===== src/rtl/hamming_mon_pkg.sv =====
// Shared types for the Hamming(7,4) error monitor: FSM states, report kinds,
// syndrome codes and the syndrome-to-kind decode.
package hamming_mon_pkg;

    typedef enum logic [2:0] {
        IDLE   = 3'd0,
        ARM    = 3'd1,
        SCAN   = 3'd2,
        REPORT = 3'd3,
        DONE   = 3'd4
    } mon_state_t;

    typedef enum logic [1:0] {
        KIND_NONE   = 2'd0,
        KIND_DATA   = 2'd1,
        KIND_PARITY = 2'd2
    } err_kind_t;

    localparam logic [2:0] SYN_NONE = 3'b000;
    localparam logic [2:0] SYN_P0   = 3'b001;
    localparam logic [2:0] SYN_P1   = 3'b010;
    localparam logic [2:0] SYN_P2   = 3'b100;

    // A single-bit syndrome points at a parity bit; any other nonzero code is a data bit.
    function automatic err_kind_t kind_of(input logic [2:0] syn);
        err_kind_t k;
        case (syn)
            SYN_NONE:               k = KIND_NONE;
            SYN_P0, SYN_P1, SYN_P2: k = KIND_PARITY;
            default:                k = KIND_DATA;
        endcase
        return k;
    endfunction

endpackage


===== src/rtl/hamming_error_monitor_if.sv =====
// Error-log report channel: valid/ready handshake carrying block index, syndrome and kind.
// Payload is held stable by the master while err_valid is high and err_ready is low.
interface hamming_error_monitor_if #(
    parameter int BLOCK_W = 2
);
    import hamming_mon_pkg::*;

    logic               err_valid;
    logic               err_ready;
    logic [BLOCK_W-1:0] err_block;
    logic [2:0]         err_syndrome;
    err_kind_t          err_kind;

    modport master (
        output err_valid,
        output err_block,
        output err_syndrome,
        output err_kind,
        input  err_ready
    );

    modport slave (
        input  err_valid,
        input  err_block,
        input  err_syndrome,
        input  err_kind,
        output err_ready
    );

endinterface


===== src/rtl/hamming74_syndrome.sv =====
// Combinational Hamming(7,4) syndrome of one data nibble against its stored parity triple.
// Zero latency, no handshake.
module hamming74_syndrome (
    input  logic [3:0] data,
    input  logic [2:0] parity,
    output logic [2:0] syn
);

    assign syn[0] = parity[0] ^ data[3] ^ data[2] ^ data[0];
    assign syn[1] = parity[1] ^ data[3] ^ data[1] ^ data[0];
    assign syn[2] = parity[2] ^ data[2] ^ data[1] ^ data[0];

endmodule


===== src/rtl/hamming_error_monitor.sv =====
// Snapshots counter+parity on enable fall, scans one nibble per cycle, reports errors over valid/ready
// (stalls in REPORT until accepted; clean scan_done = BLOCKS+2 cycles). HAMMING_MON_IRQ_EN adds irq_thresh/irq.
module hamming_error_monitor
    import hamming_mon_pkg::*;
#(
    parameter int WIDTH       = 16,
    parameter int BLOCKS      = WIDTH / 4,
    parameter int PARITY_BITS = BLOCKS * 3,
    parameter int CNT_W       = 8
) (
    input  logic                       clk,
    input  logic                       reset,
    input  logic                       enable,
    input  logic [WIDTH-1:0]           counter,
    input  logic [PARITY_BITS-1:0]     parity_stored,
    hamming_error_monitor_if.master    err,
    output logic                       scan_done,
    output logic                       overrun,
    output logic [CNT_W-1:0]           err_count
`ifdef HAMMING_MON_IRQ_EN
    ,
    input  logic [CNT_W-1:0]           irq_thresh,
    output logic                       irq
`endif
);

    localparam int                IDX_W    = (BLOCKS > 1) ? $clog2(BLOCKS) : 1;
    localparam logic [IDX_W-1:0]  LAST_IDX = IDX_W'(BLOCKS - 1);
    localparam logic [CNT_W-1:0]  CNT_MAX  = '1;

    mon_state_t             state_q, state_d;
    logic [IDX_W-1:0]       idx_q, idx_d;
    logic                   enable_q;
    logic [WIDTH-1:0]       snap_cnt_q;
    logic [PARITY_BITS-1:0] snap_par_q;
    logic                   err_valid_q;
    logic [IDX_W-1:0]       err_block_q;
    logic [2:0]             err_syn_q;
    err_kind_t              err_kind_q;
    logic                   scan_done_q;
    logic                   overrun_q;
    logic [CNT_W-1:0]       err_count_q;
    logic [CNT_W-1:0]       err_count_inc;

    logic       fall;
    logic       accept;
    logic [3:0] blk_dat;
    logic [2:0] blk_par;
    logic [2:0] syn;

    assign fall    = enable_q & ~enable;
    assign accept  = err_valid_q & err.err_ready;
    assign blk_dat = snap_cnt_q[int'(idx_q) * 4 +: 4];
    assign blk_par = snap_par_q[int'(idx_q) * 3 +: 3];

    hamming74_syndrome u_syn (
        .data   (blk_dat),
        .parity (blk_par),
        .syn    (syn)
    );

    assign err_count_inc = (err_count_q == CNT_MAX) ? err_count_q : err_count_q + CNT_W'(1);

    always_comb begin
        state_d = state_q;
        idx_d   = idx_q;
        case (state_q)
            IDLE: begin
                if (fall) state_d = ARM;
            end
            ARM: begin
                state_d = SCAN;
                idx_d   = '0;
            end
            SCAN: begin
                if (syn != SYN_NONE) begin
                    state_d = REPORT;
                end else if (idx_q == LAST_IDX) begin
                    state_d = DONE;
                end else begin
                    idx_d = idx_q + IDX_W'(1);
                end
            end
            REPORT: begin
                if (accept) begin
                    if (idx_q == LAST_IDX) begin
                        state_d = DONE;
                    end else begin
                        state_d = SCAN;
                        idx_d   = idx_q + IDX_W'(1);
                    end
                end
            end
            DONE: begin
                state_d = IDLE;
            end
            default: begin
                state_d = IDLE;
            end
        endcase
    end

    always_ff @(posedge clk or negedge reset) begin
        if (!reset) begin
            state_q     <= IDLE;
            idx_q       <= '0;
            enable_q    <= 1'b0;
            snap_cnt_q  <= '0;
            snap_par_q  <= '0;
            err_valid_q <= 1'b0;
            err_block_q <= '0;
            err_syn_q   <= '0;
            err_kind_q  <= KIND_NONE;
            scan_done_q <= 1'b0;
            overrun_q   <= 1'b0;
            err_count_q <= '0;
        end else begin
            state_q     <= state_d;
            idx_q       <= idx_d;
            enable_q    <= enable;
            scan_done_q <= (state_q == DONE);

            // Parity has had the ARM cycle to settle; later enable activity cannot touch the copy.
            if (state_q == ARM) begin
                snap_cnt_q <= counter;
                snap_par_q <= parity_stored;
            end

            if (state_q == SCAN && syn != SYN_NONE) begin
                err_valid_q <= 1'b1;
                err_block_q <= idx_q;
                err_syn_q   <= syn;
                err_kind_q  <= kind_of(syn);
            end else if (accept) begin
                err_valid_q <= 1'b0;
            end

            if (fall && state_q != IDLE) overrun_q <= 1'b1;
            if (accept) err_count_q <= err_count_inc;
        end
    end

`ifdef HAMMING_MON_IRQ_EN
    logic irq_q;

    always_ff @(posedge clk or negedge reset) begin
        if (!reset) begin
            irq_q <= 1'b0;
        end else if (accept && irq_thresh != '0 && err_count_inc >= irq_thresh) begin
            irq_q <= 1'b1;
        end
    end

    assign irq = irq_q;
`endif

    assign err.err_valid    = err_valid_q;
    assign err.err_block    = err_block_q;
    assign err.err_syndrome = err_syn_q;
    assign err.err_kind     = err_kind_q;
    assign scan_done        = scan_done_q;
    assign overrun          = overrun_q;
    assign err_count        = err_count_q;

endmodule


===== src/flat_wrapper.sv =====
// flat-port wrapper written by rule: the top's interface ports become plain ports
module hamming_error_monitor_flat import hamming_mon_pkg::*;
#(
    parameter int WIDTH       = 16,
    parameter int BLOCKS      = WIDTH / 4,
    parameter int PARITY_BITS = BLOCKS * 3,
    parameter int CNT_W       = 8
)
  (clk, reset, enable, counter, parity_stored, scan_done, overrun, err_count, err_err_valid, err_err_block, err_err_syndrome, err_err_kind, err_err_ready);
  hamming_error_monitor_if #(.BLOCK_W(2)) err_i ();
  input  logic clk;
  input  logic reset;
  input  logic enable;
  input  logic [WIDTH-1:0] counter;
  input  logic [PARITY_BITS-1:0] parity_stored;
  output logic scan_done;
  output logic overrun;
  output logic [CNT_W-1:0] err_count;
  output wire logic [$bits(err_i.err_valid)-1:0] err_err_valid;
  output wire logic [$bits(err_i.err_block)-1:0] err_err_block;
  output wire logic [$bits(err_i.err_syndrome)-1:0] err_err_syndrome;
  output wire logic [$bits(err_i.err_kind)-1:0] err_err_kind;
  input wire logic [$bits(err_i.err_ready)-1:0] err_err_ready;
  assign err_err_valid = err_i.err_valid;
  assign err_err_block = err_i.err_block;
  assign err_err_syndrome = err_i.err_syndrome;
  assign err_err_kind = err_i.err_kind;
  assign err_i.err_ready = err_err_ready;
  hamming_error_monitor #(.WIDTH(WIDTH), .BLOCKS(BLOCKS), .PARITY_BITS(PARITY_BITS), .CNT_W(CNT_W)) u_core (.clk(clk), .reset(reset), .enable(enable), .counter(counter), .parity_stored(parity_stored), .err(err_i), .scan_done(scan_done), .overrun(overrun), .err_count(err_count));
endmodule

===== config.mk =====
export PLATFORM = sky130hd
export DESIGN_NAME = hamming_error_monitor_flat
export DESIGN_NICKNAME = d
export VERILOG_FILES = /design/src/rtl/hamming_mon_pkg.sv /design/src/rtl/hamming_error_monitor_if.sv /design/src/rtl/hamming74_syndrome.sv /design/src/rtl/hamming_error_monitor.sv /design/src/flat_wrapper.sv
export SDC_FILE = /design/constraint.sdc
export NUM_CORES = 1
export LEC_CHECK = 0
export CORE_MARGIN = 4
export CORE_UTILIZATION = 45
export DETAILED_ROUTE_END_ITERATION = 16
export PLACE_DENSITY_LB_ADDON = 0.12
export SLEW_MARGIN = 20
export SYNTH_ARGS = -nofsm -noshare
export SYNTH_HDL_FRONTEND = slang
export SYNTH_SLANG_ARGS = --single-unit
export TNS_END_PERCENT = 20

===== constraint.sdc =====
create_clock -name clk -period 2.5 [get_ports clk]
set_input_delay 0.75 -clock clk [delete_from_list [all_inputs] [get_ports clk]]
set_output_delay 0.75 -clock clk [all_outputs]
set_load 0.005 [all_outputs]

---- Word level (Yosys, flattened, before mapping) ----
Index checks and enable logic that the tools add are counted.
word-level totals
  word-level logic and storage cells ...... 68
  input bits .............................. 32
  register bits after elaboration ......... 52
  output and inout port bits .............. 18
cells by class
  shifts and indexed selects .............. 2
  $mul .................................... 1
  add/sub/neg operators ................... 2
  bitwise gates (word level) .............. 13
  reductions and logical operators ........ 12
  mux-type cells .......................... 13
  equal/unequal tests ..................... 13
operators by type and width
  cell                 count
  $shiftx 12x32->3     1
  $shiftx 16x5->4      1
  $mux 3               5
  $pmux 3 s4           1
  $eq 3x2->1 const B   3
  $reduce_bool 3->1    3
  $xor 1x1->1          9
  $add 8x1->8 const B  1
  $eq 8x8->1 const B   1
  $eq 3x1->1 const B   2
  $eq 3x3->1 const B   2
  $logic_not 3->1      2
  $mux 2               3
  $pmux 2 s3           1
  $reduce_and 3->1     2
  $mul 2x2->4 const B  1
  $ne 2x1->1 const B   2
  $pmux 2 s2           1
  $ne 3x1->1 const B   1
  $reduce_or 3->1      1
  $add 2x1->2 const B  1
  $and 1x1->1          2
  $eq 2x2->1 const B   1
  $logic_and 1x1->1    2
  5 further kinds      7

---- Longest topological paths before layout ----
  word-level depth ........................ 8
  mapped depth ............................ 7
  mapped depth without buffers ............ 7

---- Cells and area by module ----
From an unflattened synthesis, not the netlist that was laid out.
second synthesis, totals
  cell total of the unflattened synthesis .. 177
  area total of the unflattened synthesis .. 2392.3 sq um
modules (own cells, without submodules)
  module                 seq. area each (sq um)  times used  area each (sq um)  cells each
  hamming_error_monitor  1301.2                  1           2322.2             169
  hamming74_syndrome     0.0                     1           70.1               8

---- Least setup slack after synthesis ----
OpenSTA, ideal clock, no wires.
  kind .................................... register -> register
  start point ............................. reg u_core.idx_q[0]
  end point ............................... reg u_core.idx_q[0]
  required time ........................... 2.372 ns
  setup slack ............................. 0.151 ns
  period minus slack after synthesis ...... 2.349 ns
  cell stages (with the launch flop) ...... 8
  setup time .............................. 0.128 ns
  arrival time ............................ 2.222 ns
  buffers on the path ..................... 1
  path through ............................ dfrtp_1 > buf_6 > mux4_2 > xor2_1 > and3_4 > o21ai_4 > a21oi_2 > mux2_1
on the way
  cells in the longest elaborated chain, start to end .. 8
  elaborated cells on any way between the ends .. 21
  those cells by class .................... add/sub (1); mul (1); eq/ne (2); shift (2); mux (4); bitwise (9); reduce/logical (2)
RTL lines
  what                                                RTL line                                                                     text
  start: declaration                                  hamming_error_monitor.sv:32                                                  logic [IDX_W-1:0] idx_q, idx_d;
  start signal: assignment                            hamming_error_monitor.sv:119                                                 idx_q <= idx_d;
  $mul 2x2->4                                         hamming_error_monitor.sv:54                                                  assign blk_par = snap_par_q[int'(idx_q) * 3 +: 3];
  $shiftx 12x32->3                                    hamming_error_monitor.sv:54
  $xor 1x1->1, on equally long branches (3 in a row)  hamming74_syndrome.sv:9, hamming74_syndrome.sv:10, hamming74_syndrome.sv:11
  $reduce_bool 3->1                                   hamming_error_monitor.sv:76                                                  if (syn != SYN_NONE) begin
  $ne 2x2->1 (no source line)                         -
  $reduce_and 3->1 (no source line)                   -
Parallel ways exist; a longest one is shown, timed or not. The select of a mux whose other input is x is not followed.
A chain may end at the register's enable or synchronous reset.

---- Worst setup path in the final report ----
Same ends and word-level chain as after synthesis.

==> flow_summary.ini <==
[synth]
synth_edf_count = 0
ys_warn_count = 0
async_flop_share = 1.000
yosysMostFrequentCell = dfrtp_1
synth_cell_type_count = 36
netlist_area_sq_mm = 0.002369
ys_ff_latch = 52
avgSynthCellArea_sq_um = 14.10
synth_nets = 202
yosys_most_used_dff = dfrtp_1
yosysTopAreaCellShare = 0.5494
seq_area_frac_synth = 0.5494
netlist_instances = 168
synth_commonest_cells = dfrtp_1, mux2_2, xnor2_1
synth_largest_area_cell = dfrtp_1
synthTopCellsByArea = dfrtp_1, mux2_2, mux4_2

[layout]
multi_input_area_sq_mm = 0.001082
syn2layout_area_growth_pct = 32.49
fillers = 396
antenna_cells = 0
drive_above_1_share = 0.2952
nets = 260
regArea_sq_mm = 0.001303
final_cells = 297

[power_and_ir_drop]
max-vdd-ir-drop_v = 0.0007201
leakage_nw = 1.339
powerDensity_mw_per_mm2 = 1536
finalPower_mw = 4.819

[routing]
drc_errors = 0
dr.pass1.iters = 4
viasPerCell = 5.077
ant_nets = 0
wire_per_inst_um = 15.49
finalWirelength_um = 4600
drtIter0Drc = 122
via_count = 1508

[floorplan]
dieArea_sq_mm = 0.006488
die_height_um = 80.55
die_w_um = 80.55
core_sq_mm = 0.005107
start_util = 0.4637
io_pins = 50
placementRows = 26

[run]
max_cap_viol_count = 0

[sta]
finalClockSkew_ns = 0.007453
finalSetupViolations = 0
worstMarginPinSlew_ns = 0.6255
finalHoldViolations = 0
slew_headroom = 0.5830
period_needed_ns = 2.391
finalSetupTns_ns = 0
period_share = 0.9564
max_freq_ghz = 0.4182
maxSlewViolCount = 0

[critical_path]
startpoint_type = flop
crit_buf_inv = 1
critPathMaxStageDelay_ns = 0.58
worstPathArrival_ns = 2.58
worstPathMaxFanout = 4
reg2reg_to = u_core.idx_q[0]
path_cells = buf_4 > mux4_2 > xnor2_1 > xnor2_2 > o21ai_4 > a21oi_2 > mux2_1
r2r_slack_ns = 0.11
crit_path_end_kind = flop
r2r_start = u_core.idx_q[0]
cp_num_cells = 7
startpoint = u_core.idx_q[0]
crit_path_end = u_core.idx_q[0]
critical_path_class = flop to flop
reg2reg_depth = 7
cp_top_family = multiplexers
required_ns = 2.69
slowest_stage = mux4_2

[placed_design]
dp_hpwl_um = 3481
gp_congestion = 0.7957
post-place-cells = 289
port_buffers = 49

[clock_tree]
clkSinkCount = 52
clk_pin_slew_worst_paths_ns = 0.09
cts_root_buffer = clkbuf_8
numCtsBuffers = 5
clk_latency_ns = 0.30
max-clock-path-buffers = 2
ctsHoldBuffers = 0
htreeDepth = 2
cts_tree = yes

[grt]
grt_usage = 0.1582
grt_max_degree = 29
antenna_found_initial = 0
grt-ovfl-total = 0
grt_pass1_vias = 1685
grt_pass1_wl_um = 7838

[hold_path]
hold_class = input pin to asynchronous set/reset pin

[outcome]
status = completed
-- final cells by class --
cell class,instances,area share
inverters,2,0.002392
flip-flops and latches,52,0.4151
clock buffers,6,0.02313
well taps,70,0.02791
clock inverters,2,0.01116
multi-input cells,109,0.3449
repair buffers,56,0.1754
-- sequential cells by signal, indices dropped and copies added, names as in the netlist --
register / count
u_core.err.err_valid: 1
u_core.err.err_kind: 2
u_core.overrun: 1
u_core.enable_q: 1
u_core.snap_par_q: 12
u_core.snap_cnt_q: 16
u_core.err.err_block: 2
u_core.idx_q: 2
u_core.err_count: 8
u_core.state_q: 3
u_core.err.err_syndrome: 3
u_core.scan_done: 1
-- per-layer routing --
metal | routed length, um | GRT usage | up-vias
met5 | 0 | 0 | -
met4 | 81 | 0.06588 | 0
met3 | 231 | 0.03363 | 7
met2 | 2312 | 0.2666 | 40
met1 | 1974 | 0.1964 | 752
li1 | - | - | 709
-- power by group --
part	internal, mW	switching [mW]
logic	1.53	1.19
clock network	0.297	0.267
registers	1.24	0.289
total	3.07	1.75
-- cells by family after synthesis --
kind of cell | Yosys count | synth area share
fa+ha+maj | 2 | 0.01056
buf+inv | 7 | 0.01585
compound gates | 9 | 0.03011
flops | 52 | 0.5494
xor+xnor | 17 | 0.06286
simple gates | 39 | 0.09087
mux | 42 | 0.2404
-- worst min path at each step --
stage              startpoint                     to  cells past startpoint
2_1_floorplan           reset        u_core.enable_q                      0
4_1_cts                 reset  u_core.snap_cnt_q[13]                      1
5_1_grt                 reset   u_core.snap_par_q[8]                      1
3_5_place_dp   u_core.overrun         u_core.overrun                      1
6_report                reset  u_core.snap_cnt_q[13]                      1
3_3_place_gp   u_core.overrun         u_core.overrun                      1
-- cell usage in the layout (no fill, tap or decap), types with 2 or more instances in the layout --
| cell | count |
|---|---|
| nor3_1 | 2 |
| and3_1 | 3 |
| a21o_1 | 2 |
| xor2_2 | 2 |
| nor2_1 | 9 |
| o21ai_0 | 2 |
| nand2_1 | 7 |
| clkbuf_8 | 5 |
| ha_1 | 2 |
| nand2b_1 | 2 |
| mux4_2 | 6 |
| mux2_4 | 4 |
| buf_4 | 6 |
| nand4_1 | 3 |
| clkdlybuf4s50_1 | 48 |
| or2b_2 | 2 |
| mux2_2 | 29 |
| xnor2_1 | 9 |
| inv_1 | 2 |
| dfrtp_1 | 51 |
| nand3_1 | 5 |
| xor2_1 | 4 |
-- stage by stage --
stage / setup WS, ns / hold WS [ns] / utilization / area (sq um)
after floorplan: 0.1508 / 0.4544 / - / 2369
after global placement: 0.1088 / 0.4616 / 0.5838 / 2982
after detailed placement: 0.03025 / 0.4732 / 0.5838 / 2982
after CTS: 0.03072 / 0.4772 / 0.6063 / 3097
after global routing: -0.007056 / 0.5068 / 0.6144 / 3138
final: 0.1090 / 0.4590 / 0.6144 / 3138
-- repair_timing --
action	in CTS	in global routing
gates resized for setup	1	6
pin swaps	0	1
buffers inserted	0	0
endpoints found under the setup margin	1	1
No activity file was read; power rests on OpenSTA's default activity.
